File: src/rtl/mario_sprite_fetcher.sv
// Sprite line fetcher: during horizontal blank, copies one 21-pixel row of the
// sprite ROM into a line buffer, then overlays it on the next displayed line.
// Optional macro MARIO_SPRITE_MIRROR_EN adds facing_left (horizontal mirroring).
module mario_sprite_fetcher (
  input  logic        Clk,
  input  logic        Reset,
  input  logic        frame_start,
  input  logic [9:0]  sprite_x,
  input  logic [9:0]  sprite_y,
`ifdef MARIO_SPRITE_MIRROR_EN
  input  logic        facing_left,
`endif
  input  logic        line_start,
  input  logic [9:0]  next_y,
  input  logic [9:0]  DrawX,
  output logic [8:0]  rom_addr,
  input  logic [23:0] rom_color,
  output logic        pixel_valid,
  output logic [23:0] pixel_color,
  output logic        busy
);

  localparam int          SPR_W  = 21;
  localparam logic [23:0] TRANSP = 24'h800080;

  typedef enum logic {IDLE, FETCH} state_t;

  state_t      state_q;
  logic [4:0]  col_q, row_q;
  logic        line_hit_q, line_hit_d;
  logic [9:0]  pos_x_q, pos_y_q;
  logic [SPR_W-1:0] opaque_q;
  logic [23:0] color_q [SPR_W];
  logic        pixel_valid_q, pixel_valid_d;
  logic [23:0] pixel_color_q, pixel_color_d;

  logic [9:0]  pos_y_eff, row_w, dx;
  logic        hit, last_col, fetch_en, in_range, pix_hit;
  logic [4:0]  col_eff, idx;

  // A frame_start coinciding with line_start must already see the new sprite_y.
  assign pos_y_eff = frame_start ? sprite_y : pos_y_q;
  assign row_w     = next_y - pos_y_eff;
  assign hit       = (next_y >= pos_y_eff) && (row_w <= 10'd20);
  assign last_col  = (col_q == 5'd20);
  assign fetch_en  = (state_q == FETCH) && !line_start;

`ifdef MARIO_SPRITE_MIRROR_EN
  logic mirror_q;
  always_ff @(posedge Clk) begin
    if (Reset)            mirror_q <= 1'b0;
    else if (frame_start) mirror_q <= facing_left;
  end
  assign col_eff = mirror_q ? (5'd20 - col_q) : col_q;
`else
  assign col_eff = col_q;
`endif

  assign busy     = (state_q == FETCH);
  assign rom_addr = busy ? ({4'd0, row_q} * 9'd21 + {4'd0, col_eff}) : 9'd0;

  always_comb begin
    line_hit_d = line_hit_q;
    if (line_start)                line_hit_d = 1'b0;
    else if (fetch_en && last_col) line_hit_d = 1'b1;
  end

  assign dx       = DrawX - pos_x_q;
  assign in_range = (DrawX >= pos_x_q) && (dx <= 10'd20);
  assign idx      = in_range ? dx[4:0] : 5'd0;
  // Requiring the hit flag both now and next cycle keeps pixel_valid low
  // in any cycle where busy is high.
  assign pix_hit       = line_hit_q && line_hit_d && in_range && opaque_q[idx];
  assign pixel_valid_d = pix_hit;
  assign pixel_color_d = pix_hit ? color_q[idx] : 24'h000000;

  always_ff @(posedge Clk) begin
    if (Reset) begin
      state_q       <= IDLE;
      col_q         <= 5'd0;
      row_q         <= 5'd0;
      line_hit_q    <= 1'b0;
      pos_x_q       <= 10'd0;
      pos_y_q       <= 10'd0;
      opaque_q      <= '0;
      pixel_valid_q <= 1'b0;
      pixel_color_q <= 24'h000000;
    end else begin
      if (frame_start) begin
        pos_x_q <= sprite_x;
        pos_y_q <= sprite_y;
      end
      line_hit_q    <= line_hit_d;
      pixel_valid_q <= pixel_valid_d;
      pixel_color_q <= pixel_color_d;
      if (fetch_en) opaque_q[col_q] <= (rom_color != TRANSP);
      case (state_q)
        IDLE: begin
          if (line_start && hit) begin
            state_q <= FETCH;
            col_q   <= 5'd0;
            row_q   <= row_w[4:0];
          end
        end
        FETCH: begin
          if (line_start) begin
            state_q <= hit ? FETCH : IDLE;
            col_q   <= 5'd0;
            if (hit) row_q <= row_w[4:0];
          end else if (last_col) begin
            state_q <= IDLE;
            col_q   <= 5'd0;
          end else begin
            col_q <= col_q + 5'd1;
          end
        end
        default: state_q <= IDLE;
      endcase
    end
  end

  // Colour storage is pure data; opaque bits alone decide visibility.
  always_ff @(posedge Clk) begin
    if (fetch_en) color_q[col_q] <= rom_color;
  end

  assign pixel_valid = pixel_valid_q;
  assign pixel_color = pixel_color_q;

endmodule

File: config.mk
export PLATFORM = sky130hd
export DESIGN_NAME = mario_sprite_fetcher
export DESIGN_NICKNAME = d
export VERILOG_FILES = /design/src/rtl/mario_sprite_fetcher.sv
export SDC_FILE = /design/constraint.sdc
export NUM_CORES = 1
export LEC_CHECK = 0
export ABC_CLOCK_PERIOD_IN_PS = 3510
export BUFFER_PORTS_ARGS = -buffer_cell sky130_fd_sc_hd__buf_2
export CAP_MARGIN = 10
export CORE_MARGIN = 2
export CORE_UTILIZATION = 55
export DETAILED_ROUTE_END_ITERATION = 8
export GPL_ROUTABILITY_DRIVEN = 0
export MAX_ROUTING_LAYER = met4
export PLACE_DENSITY = 0.75
export RECOVER_POWER = 50
export SETUP_SLACK_MARGIN = 0.3
export SYNTH_ARGS = -nofsm -noshare
export SYNTH_HDL_FRONTEND = slang
export SYNTH_SLANG_ARGS = --single-unit
File: constraint.sdc
create_clock -name Clk -period 3.51 [get_ports Clk]
set_input_delay 0.702 -clock Clk [delete_from_list [all_inputs] [get_ports Clk]]
set_output_delay 0.702 -clock Clk [all_outputs]
set_load 0.01 [all_outputs]
After elaboration in Yosys (flattened, before gate mapping) --
Memory sizes are Yosys's and may differ from the RTL's. A register that Yosys moved wholly into a read port is not among the register bits. Index checks and enable logic that the tools add are counted.
Cells by class: $add $sub $neg 4, multiply operators 1, $lt $le $gt $ge 7, equal/unequal tests 5, mux-type cells 25, bitwise operators 2, reductions and logical operators 12
Operators by type and width (count):
- 5-bit 2-to-1 mux | 7
- 24-bit inequality test (second input constant) | 1
- 21-bit bitwise mux | 1
- 10-bit >= comparator | 2
- 10-bit by 5-bit <= comparator with 1-bit output (second input constant) | 2
- 5-bit one-hot mux with 2 select lines | 2
- 10-bit subtractor | 2
- 5-bit by 6-bit < comparator with 1-bit output (second input constant) | 2
- 1-bit 2-to-1 mux | 10
- 10-bit 2-to-1 mux | 1
- 9-bit by 5-bit adder with 9-bit output | 1
- 1-bit logical AND | 9
- 5-bit by 5-bit multiplier with 9-bit output (second input constant) | 1
- 9-bit 2-to-1 mux | 1
- 5-bit by 1-bit adder with 5-bit output (second input constant) | 1
- 1-bit binary-select mux with 5-bit select | 1
- 1-bit demux with 5-bit select | 1
- 5-bit == test (second input constant) | 1
- 5-bit by 1-bit >= comparator with 1-bit output (second input constant) | 1
- 2-bit inequality test (second input constant) | 2
- 3-bit AND reduction | 1
- 2-bit by 1-bit inequality test with 1-bit output (second input constant) | 1
- 1-bit NOT | 2
- 1-bit one-hot mux with 2 select lines | 1
- 2 further kinds | 2
Word-level totals: register bits 54, memory bits (writable) 504, input bits 68, output and inout port bits 35, memories kept 1
Memory list:
- color_q | words 21, bits a word 24, rd ports 1, clocked after memory_dff 1, write ports 1, RTL line 33 | logic [23:0] color_q [SPR_W];

Longest topological paths before layout --
word-level depth 10, mapped depth 17

Worst setup path before layout --
No wires, ideal clock.
kind in2reg, from input port DrawX[0], to register pixel_color_q[21], in the netlist pixel_color[21], read port of color_q, setup time 0.123 ns, data arrival time 3.691 ns, slack -0.305 ns, stages on the path 17, cell sequence inv_1 ha_1 inv_1 fa_1 buf_2 nand2b_1 clkbuf_1 a22oi_1 o2111ai_1 a221oi_4 o2111a_1 buf_2 buf_2 mux2i_1 a21oi_1 nor4b_1 o21ai_1
Between the ends: longest elaborated chain between the ends 9
Ends and longest elaborated chain:
- start: declaration | RTL line 15 | input logic [9:0] DrawX,
- 10-bit subtractor | RTL line 68 | assign dx = DrawX - pos_x_q;
- 10-bit by 5-bit <= comparator with 1-bit output | RTL line 69 | assign in_range = (DrawX >= pos_x_q) && (dx <= 10'd20);
- 1-bit logical AND | RTL line 69
- 5-bit 2-to-1 mux | RTL line 70 | assign idx = in_range ? dx[4:0] : 5'd0;
- 1-bit binary-select mux with 5-bit select | RTL line 73 | assign pix_hit = line_hit_q && line_hit_d && in_range && opaque_q[idx];
- 1-bit 2-to-1 mux (not written as such) | RTL line 73
- 1-bit logical AND | RTL line 73
- 1-bit NOT (no source line)
- 2-bit OR reduction (no source line)
- end: declaration | RTL line 35 | logic [23:0] pixel_color_q, pixel_color_d;
Parallel ways exist; a longest one is shown, timed or not. The select of a mux whose other input is x is not followed. A chain may end at the register's enable or synchronous reset.

Worst setup path after layout --
from register row_q[3], to output port rom_addr[7]
Between the ends: longest elaborated chain between the ends 3
Ends and longest elaborated chain:
- start: declaration | RTL line 29 | logic [4:0] col_q, row_q;
- start signal: assignment | RTL line 102 | row_q <= row_w[4:0];
- start signal: assignment | RTL line 109 | if (hit) row_q <= row_w[4:0];
- 5-bit by 5-bit multiplier with 9-bit output | RTL line 60 | assign rom_addr = busy ? ({4'd0, row_q} * 9'd21 + {4'd0, col_eff}) : 9'd0;
- 9-bit by 5-bit adder with 9-bit output | RTL line 60
- 9-bit 2-to-1 mux | RTL line 60
- end: declaration | RTL line 16 | output logic [8:0] rom_addr,
Every way passes these cells.

==> results.yml <==
outcome:
  status: "finished, violations left"
  violations: "capacitance limit, slew limit, setup timing"
clocking:
  clock-root-buffer: "clkbuf_16"
  clk_latency_ns: 0.61
  clock_path_buffers: 3
  cts.sinks: 582
  postCtsHoldBufs: 0
  cts_tree: "yes"
  h-tree-depth: 2
  cts_made_buffers: 55
  clk_pin_slew_worst_paths_ns: 0.07
sta:
  rsz0062_at_grt: "yes"
  slew_headroom_pct: -64.4
  setup_viol: 12
  setup_ws_ns: -0.482
  fin_crit_sh_pct: 114
  skew_ns: 0.0297
  worst_slew_pin_slew_ns: 2.47
  fin_crit_ns: 3.99
  holdWs_ns: 0.328
  finalMaxSlewViolations: 56
  finalHoldViolCount: 0
  fmax_mhz: 250
routing:
  wl_um: 68300
  via_count: 16700
  drtAntennaViolNets: 0
  drt_pre_antenna_iters: 5
  detail_route.vias_per_cell: 6.33
  first_iter_violations: 2101
  drcViolationCount: 0
  wl_per_cell_um: 26.0
logic_synthesis:
  synthDistinctLibCells: 68
  synth_edf_count: 504
  yosys_warnings: 0
  yosys_register_bits: 582
  netlist_area_um2: 24600
  synth_area_per_cell_um2: 14.2
  syn-num-nets: 1854
  ys_async_sr_fraction_pct: 0
  synth_flop_cell: "edfxtp_1"
  syn_inst: 1732
  ys_seq_area_share_pct: 67.8
floorplanning:
  die_x_um: 216
  io_pins: 103
  start_util_pct: 55.7
  fp.coreArea_um2: 44200
  die_h_um: 216
  die_area_um2: 46500
  row_count: 77
worst_setup_path:
  cp_num_buf_inv: 3
  worstPathArrival_ns: 3.29
  worst_path_max_delay_cell: "fa_2"
  critPathLaunchType: "flip-flop"
  end_kind: "output pin"
  worstPathCellList: "ha_4 -> ha_4 -> inv_2 -> fa_2 -> inv_2 -> ha_4 -> a21o_1 -> a21o_1 -> a21o_1 -> a21oi_2 -> xnor2_1 -> and2_1 -> buf_2"
  crit_family: "adder cells"
  required_ns: 2.81
  crit_path_max_fanout: 3
  crit_type: "reg -> out"
  worst_path_largest_cell_delay_ns: 0.56
grt:
  grt_start_max_net_pins: 74
  met3_usage_pct: 7.00
  busiest_layer: "met2"
  met1_usage_pct: 37.7
  use_met2_pct: 44.2
  grt-ovfl-total: 0
  grt_pass1_wl_um: 98600
  track_usage_pct: 29.3
  grt_antenna_before_repair: 4
  grt_pass1_vias: 16400
cells_and_area:
  final_util_pct: 68.0
  final_nets: 2116
  fillCellCount: 2862
  area_growth_pct: 22.0
  multi_input_area_um2: 8340
  drive_gt1_share_pct: 28.0
  seq_area_um2: 16700
place:
  io_buffer_count: 102
  hpwl_um: 39400
power:
  p_per_area_nw_per_um2: 498
  cellLeakagePower_nw: 10.4
  vdd_ir_drop_max_mv: 0.352
worst_hold_path:
  hold_path_class: "in -> reg"
run:
  cap_viol_max_count: 1
## power breakdown
part	leakage, nW	total [mW]	switching [mW]	internal [mW]
Sequential	5.16	7.53	0.00725	7.52
Clock	0.846	5.71	2.48	3.23
Combinational	4.41	1.72	1.06	0.661
Total	10.4	15.0	3.54	11.4
## worst register-to-register path: cells and delay by family, from the launching register on
| kind | cells | cell delay [ns] |
|---|---|---|
| flip-flops | 1 | 0.33 |
| adder cells (fa/ha/maj) | 1 | 0.15 |
| AND/OR/NAND/NOR | 3 | 0.84 |
| AO/OA/AOI/OAI | 6 | 1.81 |
| buffers and inverters | 3 | 0.40 |
## cells by family (layout without fill, tap and decap cells)
group,after synthesis,in the layout,share of synthesized area (%)
multiplexers,154,154,8.25
AND/OR/NAND/NOR,423,426,8.34
buffers and inverters,144,446,2.37
other,0,3,0
XOR/XNOR,15,15,0.533
adder cells (fa/ha/maj),54,54,2.93
AO/OA/AOI/OAI,360,360,9.81
flip-flops,582,582,67.8
## repair_timing
item                                   4_1_cts  5_1_grt
pin swaps                                   45       48
setup endpoints to repair                   31       36
gates cloned                                 5        6
endpoints found under the hold margin        0        0
buffers inserted                            18       15
gates resized for setup                     90      105
## final timing paths
check | depth (start not counted) | endpoint | slack [ns] | from
hold reg to reg | 2 | pos_x_q[8] | 0.49 | pos_x_q[8]
hold / removal | 3 | pos_x_q[3] | 0.33 | sprite_x[3]
setup / recovery | 13 | rom_addr[7] | -0.48 | row_q[3]
setup reg to reg | 13 | pixel_color[16] | -0.08 | pos_x_q[0]
## sequential cells by signal, summed over array words and instances (netlist names)
name	flops
opaque_q	21
pos_x_q	10
pos_y_q	10
line_hit_q	1
col_eff	5
color_q	504
busy	1
pixel_valid	1
row_q	5
pixel_color	24
## cells in the mapped netlist, types with 13 or more instances
cell type	number	area, µm²
clkbuf_1	64	240
nor3_1	47	235
inv_1	45	169
a221oi_1	26	228
o21ai_0	50	250
o211ai_1	16	120
mux4_2	36	811
edfxtp_1	504	15100
and3_1	16	100
nor2b_1	24	150
a21oi_1	98	490
nand2_1	82	308
mux2_2	32	360
o21ai_1	26	130
o22ai_1	35	219
nand3_1	13	65.1
dfxtp_1	78	1560
nor2_1	151	567
ha_1	48	601
nand2b_1	31	194
mux2i_1	86	861
o221ai_1	27	236
buf_2	22	110
## through the flow
stage	worst slack (ns)	setup TNS [ns]	cells	area (µm²)	power [mW]
after floorplan	-0.257	-5.71	1732	24800	8.58
after global placement	-0.913	-13.42	2485	27000	9.18
after detailed placement	-0.899	-14.32	2485	27000	9.21
after CTS	-0.528	-1.55	2608	29400	14.8
after global routing	-0.606	-3.24	2632	30000	15.3
final	-0.482	-1.75	2632	30000	15.0
## cells in the final DEF (no fill, tap or decap), types with 38 or more instances in the layout
master       n
inv_1       38
clkbuf_16   60
a21oi_1     84
clkbuf_1    70
nor2_1     128
dfxtp_1     71
mux2i_1     81
buf_2       52
nor3_1      43
nand2_1     79
o21ai_0     40
edfxtp_1   504
buf_4      143
## metal layers
| layer | vias to the layer above | share of wire [%] |
|---|---|---|
| met4 | 0 | 4.6 |
| met2 | 989 | 47 |
| li1 | 7211 | - |
| met5 | - | 0 |
| met1 | 8243 | 37 |
| met3 | 213 | 11 |
## final cells by class
| type | instances | area share [%] |
|---|---|---|
| Antenna cell | 3 | 0.0250 |
| Multi-Input combinational cell | 1009 | 27.8 |
| Clock inverter | 21 | 0.529 |
| Sequential cell | 582 | 55.6 |
| Inverter | 45 | 0.604 |
| Tap cell | 592 | 2.47 |
| Clock buffer | 79 | 5.21 |
| Timing Repair Buffer | 301 | 7.78 |
No activity file was read; power rests on OpenSTA's default activity.
